<file path="config.mk">
export PLATFORM = sky130hd
export DESIGN_NAME = mem_wb_stage
export DESIGN_NICKNAME = d
export VERILOG_FILES = /design/src/rtl/mem_wb_stage.sv
export SDC_FILE = /design/constraint.sdc
export NUM_CORES = 1
export LEC_CHECK = 0
export CELL_PAD_IN_SITES_DETAIL_PLACEMENT = 0
export CELL_PAD_IN_SITES_GLOBAL_PLACEMENT = 2
export CORE_MARGIN = 5
export CORE_UTILIZATION = 30
export CTS_CLUSTER_SIZE = 24
export DETAILED_ROUTE_END_ITERATION = 8
export PLACE_DENSITY = 0.94
export SLEW_MARGIN = 15
export SYNTH_ARGS = -nofsm -noshare
export SYNTH_HDL_FRONTEND = slang
export SYNTH_SLANG_ARGS = --single-unit
export TNS_END_PERCENT = 20
</file>
<file path="constraint.sdc">
create_clock -name clk -period 3.45 [get_ports clk]
set_clock_uncertainty 0.05 [all_clocks]
set_input_delay 0.69 -clock clk [delete_from_list [all_inputs] [get_ports clk]]
set_output_delay 0.69 -clock clk [all_outputs]
set_load 0.05 [all_outputs]
</file>
<file path="src/rtl/mem_wb_stage.sv">
// MEM/WB pipeline stage: aligns and extends load data from a variable-latency
// data memory, selects the write-back value and registers it into the WB slot.
// A load whose data is not yet valid parks the stage in WAIT and stalls
// upstream until the data arrives, the slot is flushed, or the wait times out.
module mem_wb_stage #(
    parameter int unsigned XLEN    = 32,
    parameter int unsigned RA_W    = 5,
    parameter int unsigned TIMEOUT = 15
) (
    input  logic                            clk,
    input  logic                            rst,
    input  logic                            in_valid,
    input  logic                            is_load,
    input  logic [2:0]                      dm_ctrl,
    input  logic [$clog2(XLEN/8)-1:0]       bias,
    input  logic                            RegWrite_in,
    input  logic [RA_W-1:0]                 rd_in,
    input  logic [1:0]                      WDSel_in,
    input  logic [XLEN-1:0]                 WD_in,
    input  logic                            flush,
    input  logic                            mem_rvalid,
    input  logic [XLEN-1:0]                 mem_rdata,
    output logic                            stall_req,
    output logic                            wb_valid,
    output logic                            RegWrite,
    output logic [RA_W-1:0]                 rd,
    output logic [XLEN-1:0]                 WD,
    output logic                            mis_align,
    output logic                            bus_err
);

    localparam int unsigned BW    = $clog2(XLEN / 8);
    localparam int unsigned CNT_W = $clog2(TIMEOUT + 1);

    localparam logic [2:0] DM_W   = 3'b000;
    localparam logic [2:0] DM_H   = 3'b001;
    localparam logic [2:0] DM_B   = 3'b010;
    localparam logic [2:0] DM_HU  = 3'b011;
    localparam logic [2:0] DM_BU  = 3'b100;
    localparam logic [2:0] DM_D   = 3'b101;
    localparam logic [2:0] DM_WU  = 3'b110;

    localparam logic [1:0] WDSEL_MEM = 2'b01;

    typedef enum logic {
        S_IDLE = 1'b0,
        S_WAIT = 1'b1
    } state_t;

    state_t            state_q;
    logic [CNT_W-1:0]  cnt_q;

    // control captured when a load has to wait for its data
    logic [2:0]        cap_ctrl_q;
    logic [BW-1:0]     cap_bias_q;
    logic              cap_regwrite_q;
    logic [RA_W-1:0]   cap_rd_q;
    logic [1:0]        cap_wdsel_q;

    logic              wb_valid_q;
    logic              regwrite_q;
    logic [RA_W-1:0]   rd_q;
    logic [XLEN-1:0]   wd_q;
    logic              mis_align_q;
    logic              bus_err_q;

    logic [2:0]        sel_ctrl;
    logic [BW-1:0]     sel_bias;
    logic              sel_regwrite;
    logic [RA_W-1:0]   sel_rd;
    logic [1:0]        sel_wdsel;
    logic              ret_is_load;

    logic [XLEN-1:0]   shifted;
    logic [XLEN-1:0]   extracted;
    logic              misaligned;
    logic [XLEN-1:0]   wd_w;
    logic              timed_out;

    // Retire control comes from the live inputs in IDLE, from the captured copy in WAIT
    always_comb begin
        sel_ctrl     = dm_ctrl;
        sel_bias     = bias;
        sel_regwrite = RegWrite_in;
        sel_rd       = rd_in;
        sel_wdsel    = WDSel_in;
        ret_is_load  = is_load;
        if (state_q == S_WAIT) begin
            sel_ctrl     = cap_ctrl_q;
            sel_bias     = cap_bias_q;
            sel_regwrite = cap_regwrite_q;
            sel_rd       = cap_rd_q;
            sel_wdsel    = cap_wdsel_q;
            ret_is_load  = 1'b1;
        end
    end

    // Shift the addressed bytes down, then size and sign/zero-extend
    always_comb begin
        shifted   = mem_rdata >> {sel_bias, 3'b000};
        extracted = '0;
        case (sel_ctrl)
            DM_W:    extracted = XLEN'($signed(shifted[31:0]));
            DM_H:    extracted = XLEN'($signed(shifted[15:0]));
            DM_B:    extracted = XLEN'($signed(shifted[7:0]));
            DM_HU:   extracted = XLEN'(shifted[15:0]);
            DM_BU:   extracted = XLEN'(shifted[7:0]);
            DM_D:    extracted = (XLEN == 64) ? shifted : '0;
            DM_WU:   extracted = (XLEN == 64) ? XLEN'(shifted[31:0]) : '0;
            default: extracted = '0;
        endcase
    end

    // Natural-alignment check on the access size
    always_comb begin
        misaligned = 1'b0;
        case (sel_ctrl)
            DM_H, DM_HU: misaligned = sel_bias[0];
            DM_W, DM_WU: misaligned = (sel_bias[1:0] != 2'b00);
            DM_D:        misaligned = (sel_bias != '0);
            default:     misaligned = 1'b0;
        endcase
    end

    // Write-back value select
    always_comb begin
        wd_w = (sel_wdsel == WDSEL_MEM) ? extracted : WD_in;
    end

    assign timed_out = (cnt_q >= CNT_W'(TIMEOUT));

    // Upstream must hold while a load is waiting; drops the cycle data arrives
    assign stall_req = ((state_q == S_IDLE) && in_valid && is_load && !mem_rvalid && !flush)
                    || ((state_q == S_WAIT) && !mem_rvalid && !flush && !timed_out);

    // Stage FSM with registered WB outputs
    always_ff @(posedge clk or posedge rst) begin
        if (rst) begin
            state_q        <= S_IDLE;
            cnt_q          <= '0;
            cap_ctrl_q     <= '0;
            cap_bias_q     <= '0;
            cap_regwrite_q <= 1'b0;
            cap_rd_q       <= '0;
            cap_wdsel_q    <= '0;
            wb_valid_q     <= 1'b0;
            regwrite_q     <= 1'b0;
            rd_q           <= '0;
            wd_q           <= '0;
            mis_align_q    <= 1'b0;
            bus_err_q      <= 1'b0;
        end else begin
            // pulses and the slot default to a bubble unless a retire happens
            mis_align_q <= 1'b0;
            bus_err_q   <= 1'b0;
            wb_valid_q  <= 1'b0;
            regwrite_q  <= 1'b0;
            case (state_q)
                S_IDLE: begin
                    if (in_valid && !flush) begin
                        if (!is_load || mem_rvalid) begin
                            wb_valid_q  <= 1'b1;
                            regwrite_q  <= sel_regwrite & ~misaligned;
                            rd_q        <= sel_rd;
                            wd_q        <= wd_w;
                            mis_align_q <= misaligned & ret_is_load;
                        end else begin
                            cap_ctrl_q     <= dm_ctrl;
                            cap_bias_q     <= bias;
                            cap_regwrite_q <= RegWrite_in;
                            cap_rd_q       <= rd_in;
                            cap_wdsel_q    <= WDSel_in;
                            cnt_q          <= CNT_W'(1);
                            state_q        <= S_WAIT;
                        end
                    end
                end
                S_WAIT: begin
                    if (flush) begin
                        cnt_q   <= '0;
                        state_q <= S_IDLE;
                    end else if (mem_rvalid) begin
                        wb_valid_q  <= 1'b1;
                        regwrite_q  <= sel_regwrite & ~misaligned;
                        rd_q        <= sel_rd;
                        wd_q        <= wd_w;
                        mis_align_q <= misaligned & ret_is_load;
                        cnt_q       <= '0;
                        state_q     <= S_IDLE;
                    end else if (timed_out) begin
                        bus_err_q <= 1'b1;
                        cnt_q     <= '0;
                        state_q   <= S_IDLE;
                    end else begin
                        cnt_q <= cnt_q + CNT_W'(1);
                    end
                end
                default: begin
                    cnt_q   <= '0;
                    state_q <= S_IDLE;
                end
            endcase
        end
    end

    assign wb_valid  = wb_valid_q;
    assign RegWrite  = regwrite_q;
    assign rd        = rd_q;
    assign WD        = wd_q;
    assign mis_align = mis_align_q;
    assign bus_err   = bus_err_q;

endmodule

</file>
==> impl_metrics.tcl, run 1 <==
set metrics [dict create \
    clock_latency_ns 0.33 \
    hold_class "register to register" \
    drive_above_1_share 0.181 \
    multi_input_comb_area_um2 2000 \
    clk_pin_slew_ns 0.05 \
    syn_area_per_cell_um2 10.1 \
    r2r_cells 5 \
    holdWs_ns 0.435 \
    startpoint_type "primary input" \
    cts_sinks 59 \
    ff_latch_area_um2 1480 \
    areaGrowthSynthToFinish_pct 47.0 \
    die_h_um 120 \
    post-dp-hpwl_mm 9.53 \
    die_w_um 120 \
    synth_edf_count 0 \
    synth_cell_type_count 58 \
    antenna_found_initial 0 \
    viasPerCell 5.42 \
    synth_area_um2 3640 \
    cp-end-kind "register" \
    rr_startpoint "state_q$_DFF_PP0_" \
    drt_first_pass_iters 4 \
    drt_wl_total_mm 12.5 \
    grt_setup_unrepaired "false" \
    crit_slowest_cell "clkdlybuf4s50_1" \
    finalHoldViolCount 0 \
    clock.fmax_ghz 0.347 \
    diodes 0 \
    period_share 0.836 \
    timing.setup.tns_ns 0 \
    power.density_nw_per_um2 549 \
    setup_viol 0 \
    synth_warnings 0 \
    worstSetupPathType "primary input to register" \
    hold_buffers 0 \
    cts_root_buf "clkbuf_16" \
    synth_seq_cells 59 \
    port_buffers 124 \
    clk_path_buf_depth 2 \
    ant_nets 0 \
    synth-async-reset-ratio 1.00 \
    power.static_leakage_nw 2.08 \
    min_to "rd[2]$_DFFE_PP0P_" \
    vias 3433 \
    grt_pass1_vias 3584 \
    wl_per_cell_um 19.8 \
    slew_violations 0 \
    cts_tree "yes" \
    outcome "finished clean" \
    layout_common_cells "clkdlybuf4s50_1, dfrtp_1, nor2_1" \
    ir_worst_vdd_uv 211 \
    seq_area_frac_synth 0.405 \
    cp_max_fo 16 \
    pin_count 125 \
    worst_pin_slew_ns 0.719 \
    period_needed_ns 2.89 \
    cts_made_buffers 9 \
    drt_iter0_drc 220 \
    syn_inst 362 \
    place.gp.congestion 0.843 \
    cap_violations 0 \
    nets 565 \
    r2r_slack_ns 0.67 \
    postCtsSetupRepairBufs 0 \
    reg2reg_to "WD[27]$_DFFE_PP0P_" \
    h-tree-depth 3 \
    grt_overflow 0 \
    crit_arrival_ns 3.01 \
    max_slew_margin 0.520 \
    path_cells "clkdlybuf4s50_1 -> mux2i_4 -> mux2i_1 -> o22ai_2 -> a32oi_4 -> a31oi_1" \
    grt_max_degree 29 \
    dpl_cell_area_um2 5030 \
    dieArea_um2 14400 \
    synth-main-ff-cell "dfrtp_1" \
    route.detailed.drc 0 \
    worstHoldPathCells 2 \
    rows 40 \
    fin_area_um2 5360 \
    grt_usage 0.173 \
    synth_fp_nets 446 \
    grt_pass1_wl_mm 19.7 \
    hp-start "rd[2]$_DFFE_PP0P_" \
    post_cts_resized 0 \
    fillers 1141 \
    required_ns 3.58 \
    final_common_cell "clkdlybuf4s50_1" \
    design.core.area_um2 12000 \
    start_util 0.305 \
    cpPeakStageDelay_ns 0.68 \
]
==> how the worst max path moves through the flow <==
stage | start | end | slack [ns]
after detailed placement | bias[0] | WD[27]$_DFFE_PP0P_ | 0.23
after global routing | state_q$_DFF_PP0_ | stall_req | 0.43
after floorplan | state_q$_DFF_PP0_ | stall_req | 0.60
final | bias[0] | WD[27]$_DFFE_PP0P_ | 0.56
after global placement | bias[0] | WD[27]$_DFFE_PP0P_ | 0.39
after CTS | state_q$_DFF_PP0_ | stall_req | 0.57
==> synthesized netlist by cell type, drive strengths merged, types with 11 or more instances <==
library cell / instances / area, µm²
nand2: 11 / 41.3
mux2: 21 / 236
a31oi: 19 / 131
dfrtp: 59 / 1480
nor2: 53 / 201
a21oi: 26 / 138
o22ai: 16 / 106
buf: 23 / 153
o21ai: 22 / 110
==> state kept, by name (all words and copies together), names as in the netlist <==
name / flops
RegWrite: 1
cap_wdsel_q: 2
WD: 32
cap_bias_q: 2
rd: 5
wb_valid: 1
state_q: 1
bus_err: 1
cnt_q: 4
cap_regwrite_q: 1
mis_align: 1
cap_ctrl_q: 3
cap_rd_q: 5
==> routing by layer <==
metal  wire [µm]  global-route usage
met1        5750               0.234
met2        5720               0.274
met3         858              0.0454
met4         211              0.0515
met5           0                   0
==> cell type report <==
cell class,instances,share of cell area
inverter,7,0.00491
clock buffer,11,0.0472
sequential,59,0.276
clock inverter,5,0.0140
multi-input combinational,268,0.373
tap,147,0.0343
timing repair buffer,136,0.250
==> worst max-delay path, delay by kind of cell <==
kind	cells	cell delay, ns
compound gates	3	0.94
mux	2	0.70
buf+inv	1	0.68
==> logic make-up (layout without fill, tap and decap cells) <==
family / Yosys count / after routing / synth area share
DFF: 59 / 59 / 0.405
buffers and inverters: 35 / 159 / 0.0543
muxes: 37 / 37 / 0.139
and+or+nand+nor: 94 / 94 / 0.122
adders and majority gates: 1 / 1 / 0.00343
AOI/OAI and AO/OA: 136 / 136 / 0.275
==> power breakdown <==
part	switching (mW)	internal (mW)
sequential	0.110	0.822
clock	0.312	0.667
combinational	0.610	0.420
==> through the flow <==
stage	util	instances	power (mW)	setup slack (ns)
2_1_floorplan	-	362	1.56	0.601
3_3_place_gp	0.420	617	1.95	0.390
3_5_place_dp	0.420	617	1.97	0.235
4_1_cts	0.448	633	2.95	0.566
5_1_grt	0.448	633	3.06	0.429
6_report	0.448	633	2.94	0.565
Power figures use the tool's default switching activity.
==> run 2: changes to the inputs <==
Settings changed: CORE_UTILIZATION 30 to 25, PLACE_DENSITY 0.94 to 0.84.
Clock period 3.45 ns to 2.6 ns, I/O delays scaled along.
==> run 2 against run 1 <==
Against the previous run: die area increased by 18%; register-to-register slack got worse by 0.28 ns; critical endpoint is now stall_req; global-route usage decreased by 2.4 points; via count increased by 1.2%; critical path depth decreased by 1; power increased by 32%; combinational power increased by 34%; worst hold slack about the same.
==> impl_metrics.tcl, run 2 (synthesis gave the netlist of run 1 again) <==
set metrics [dict create \
    outcome "finished clean" \
    p_int_mw 2.52 \
    drive_above_1_share 0.201 \
    viasPerCell 5.10 \
    slew_violations 0 \
    power.density_nw_per_um2 705 \
    cpPeakStageDelay_ns 0.50 \
    multi_input_comb_area_um2 2000 \
    required_ns 2.03 \
    cp_top_family "buffers and inverters" \
    crit_slowest_cell "clkdlybuf4s50_1" \
    setup_viol 0 \
    grt_pass1_wl_mm 19.6 \
    r2r_cells 5 \
    path_buf_inv 2 \
    port_buffers 124 \
    grt_overflow 0 \
    grt_setup_unrepaired "false" \
    nets 578 \
    grt_pass1_vias 3564 \
    startpoint_type "primary input" \
    crit_arrival_ns 1.86 \
    grt_usage 0.150 \
    path_cells "clkdlybuf4s50_1 -> nor3_1 -> nand2_1 -> o21ai_1 -> buf_12" \
    layout_common_cells "clkdlybuf4s50_1, dfrtp_1, nor2_1" \
    place.gp.congestion 0.819 \
    finalHoldViolCount 0 \
    wl_per_cell_um 18.9 \
    cts_tree "yes" \
    design.core.area_um2 14400 \
    worst_pin_slew_ns 0.665 \
    postCtsSetupRepairBufs 0 \
    antenna_found_initial 0 \
    h-tree-depth 3 \
    timing.setup.tns_ns 0 \
    hold_class "register to register" \
    period_needed_ns 2.43 \
    hp-start "rd[1]$_DFFE_PP0P_" \
    clock_latency_ns 0.33 \
    fin_area_um2 5530 \
    p_comb_frac 0.355 \
    clock.fmax_ghz 0.411 \
    die_h_um 131 \
    fillers 1448 \
    drt_wl_total_mm 12.9 \
    period_share 0.936 \
    grt_max_degree 34 \
    die_w_um 131 \
    route.detailed.drc 0 \
    cts_made_buffers 9 \
    clk_pin_slew_ns 0.05 \
    ant_nets 0 \
    hold_buffers 0 \
    rows 44 \
    drt_iter0_drc 253 \
    cts_sinks 59 \
    areaGrowthSynthToFinish_pct 51.6 \
    dpl_cell_area_um2 5210 \
    drt_first_pass_iters 5 \
    reg2reg_to "WD[5]$_DFFE_PP0P_" \
    final_common_cell "clkdlybuf4s50_1" \
    power.static_leakage_nw 2.15 \
    rr_startpoint "state_q$_DFF_PP0_" \
    cts_root_buf "clkbuf_16" \
    worstHoldPathCells 2 \
    ir_worst_vdd_uv 328 \
    pin_count 125 \
    vias 3475 \
    largest_reg_flops 32 \
    clockPowerShare 0.329 \
    clk_path_buf_depth 2 \
    max_slew_margin 0.554 \
    min_to "rd[1]$_DFFE_PP0P_" \
    cp-end-kind "output port" \
    dieArea_um2 17100 \
    start_util 0.253 \
    cp_max_fo 5 \
    cap_violations 0 \
    r2r_slack_ns 0.39 \
    diodes 0 \
    worstSetupPathType "primary input to output port" \
    p_sw_frac 0.353 \
    ff_latch_area_um2 1480 \
    post-dp-hpwl_mm 9.94 \
    p_sw_mw 1.37 \
    seqPwrFrac 0.317 \
    post_cts_resized 0 \
]
## run 2: changes by cell type in the layout (fill, tap and decap cells not counted)
cell,before,now
buf_12,1,4
buf_4,12,22
clkbuf_8,2,1
clkinv_2,3,2
clkinvlp_4,0,1
o21ai_0,21,20
o21ai_1,1,2
## run 2: power groups by stage
stage	registers [mW]	logic [mW]	clock network (mW)
global route	1.26	1.46	1.35
floorplan	1.61	0.461	0
global placement	1.24	1.38	0
finish	1.23	1.38	1.28
CTS	1.23	1.39	1.31
detailed placement	1.25	1.39	0
## run 2: how the worst max path moves through the flow
stage,start,end,slack (ns),cells after the start
after floorplan,state_q$_DFF_PP0_,stall_req,0.28,7
after global placement,bias[0],WD[31]$_DFFE_PP0P_,0.06,7
after detailed placement,bias[0],WD[5]$_DFFE_PP0P_,0.06,6
after CTS,mem_rvalid,stall_req,0.16,5
after global routing,mem_rvalid,stall_req,0.09,5
final,mem_rvalid,stall_req,0.17,5
## run 2: per-stage QoR
step                power, mW  hold slack [ns]  setup WS (ns)   util  instances
global placement         2.62            0.420         0.0613  0.361        667
detailed placement       2.64            0.439         0.0567  0.361        667
floorplan                2.07            0.421          0.280      -        362
finish                   3.89            0.435          0.166  0.383        682
CTS                      3.93            0.450          0.157  0.383        682
global route             4.07            0.471         0.0891  0.383        682
## run 2: final cells by class
type                            count  share of cell area
Timing Repair Buffer              149               0.267
Clock inverter                      5              0.0140
Multi-Input combinational cell    268               0.362
Tap cell                          184              0.0417
Clock buffer                       10              0.0433
Sequential cell                    59               0.267
Inverter                            7             0.00476
## run 2: worst min-delay path: stages, from the launching register on
cell	delay, ns
dfrtp_1	0.34
nand2_1	0.05
o21ai_0	0.06
## run 2: routing by layer
layer | wire length, µm | vias to the layer above | GRT usage
met5 | 0 | - | 0
met4 | 276 | 0 | 0.0502
met3 | 901 | 18 | 0.0390
met2 | 6130 | 122 | 0.241
met1 | 5610 | 1690 | 0.196
li1 | - | 1645 | -
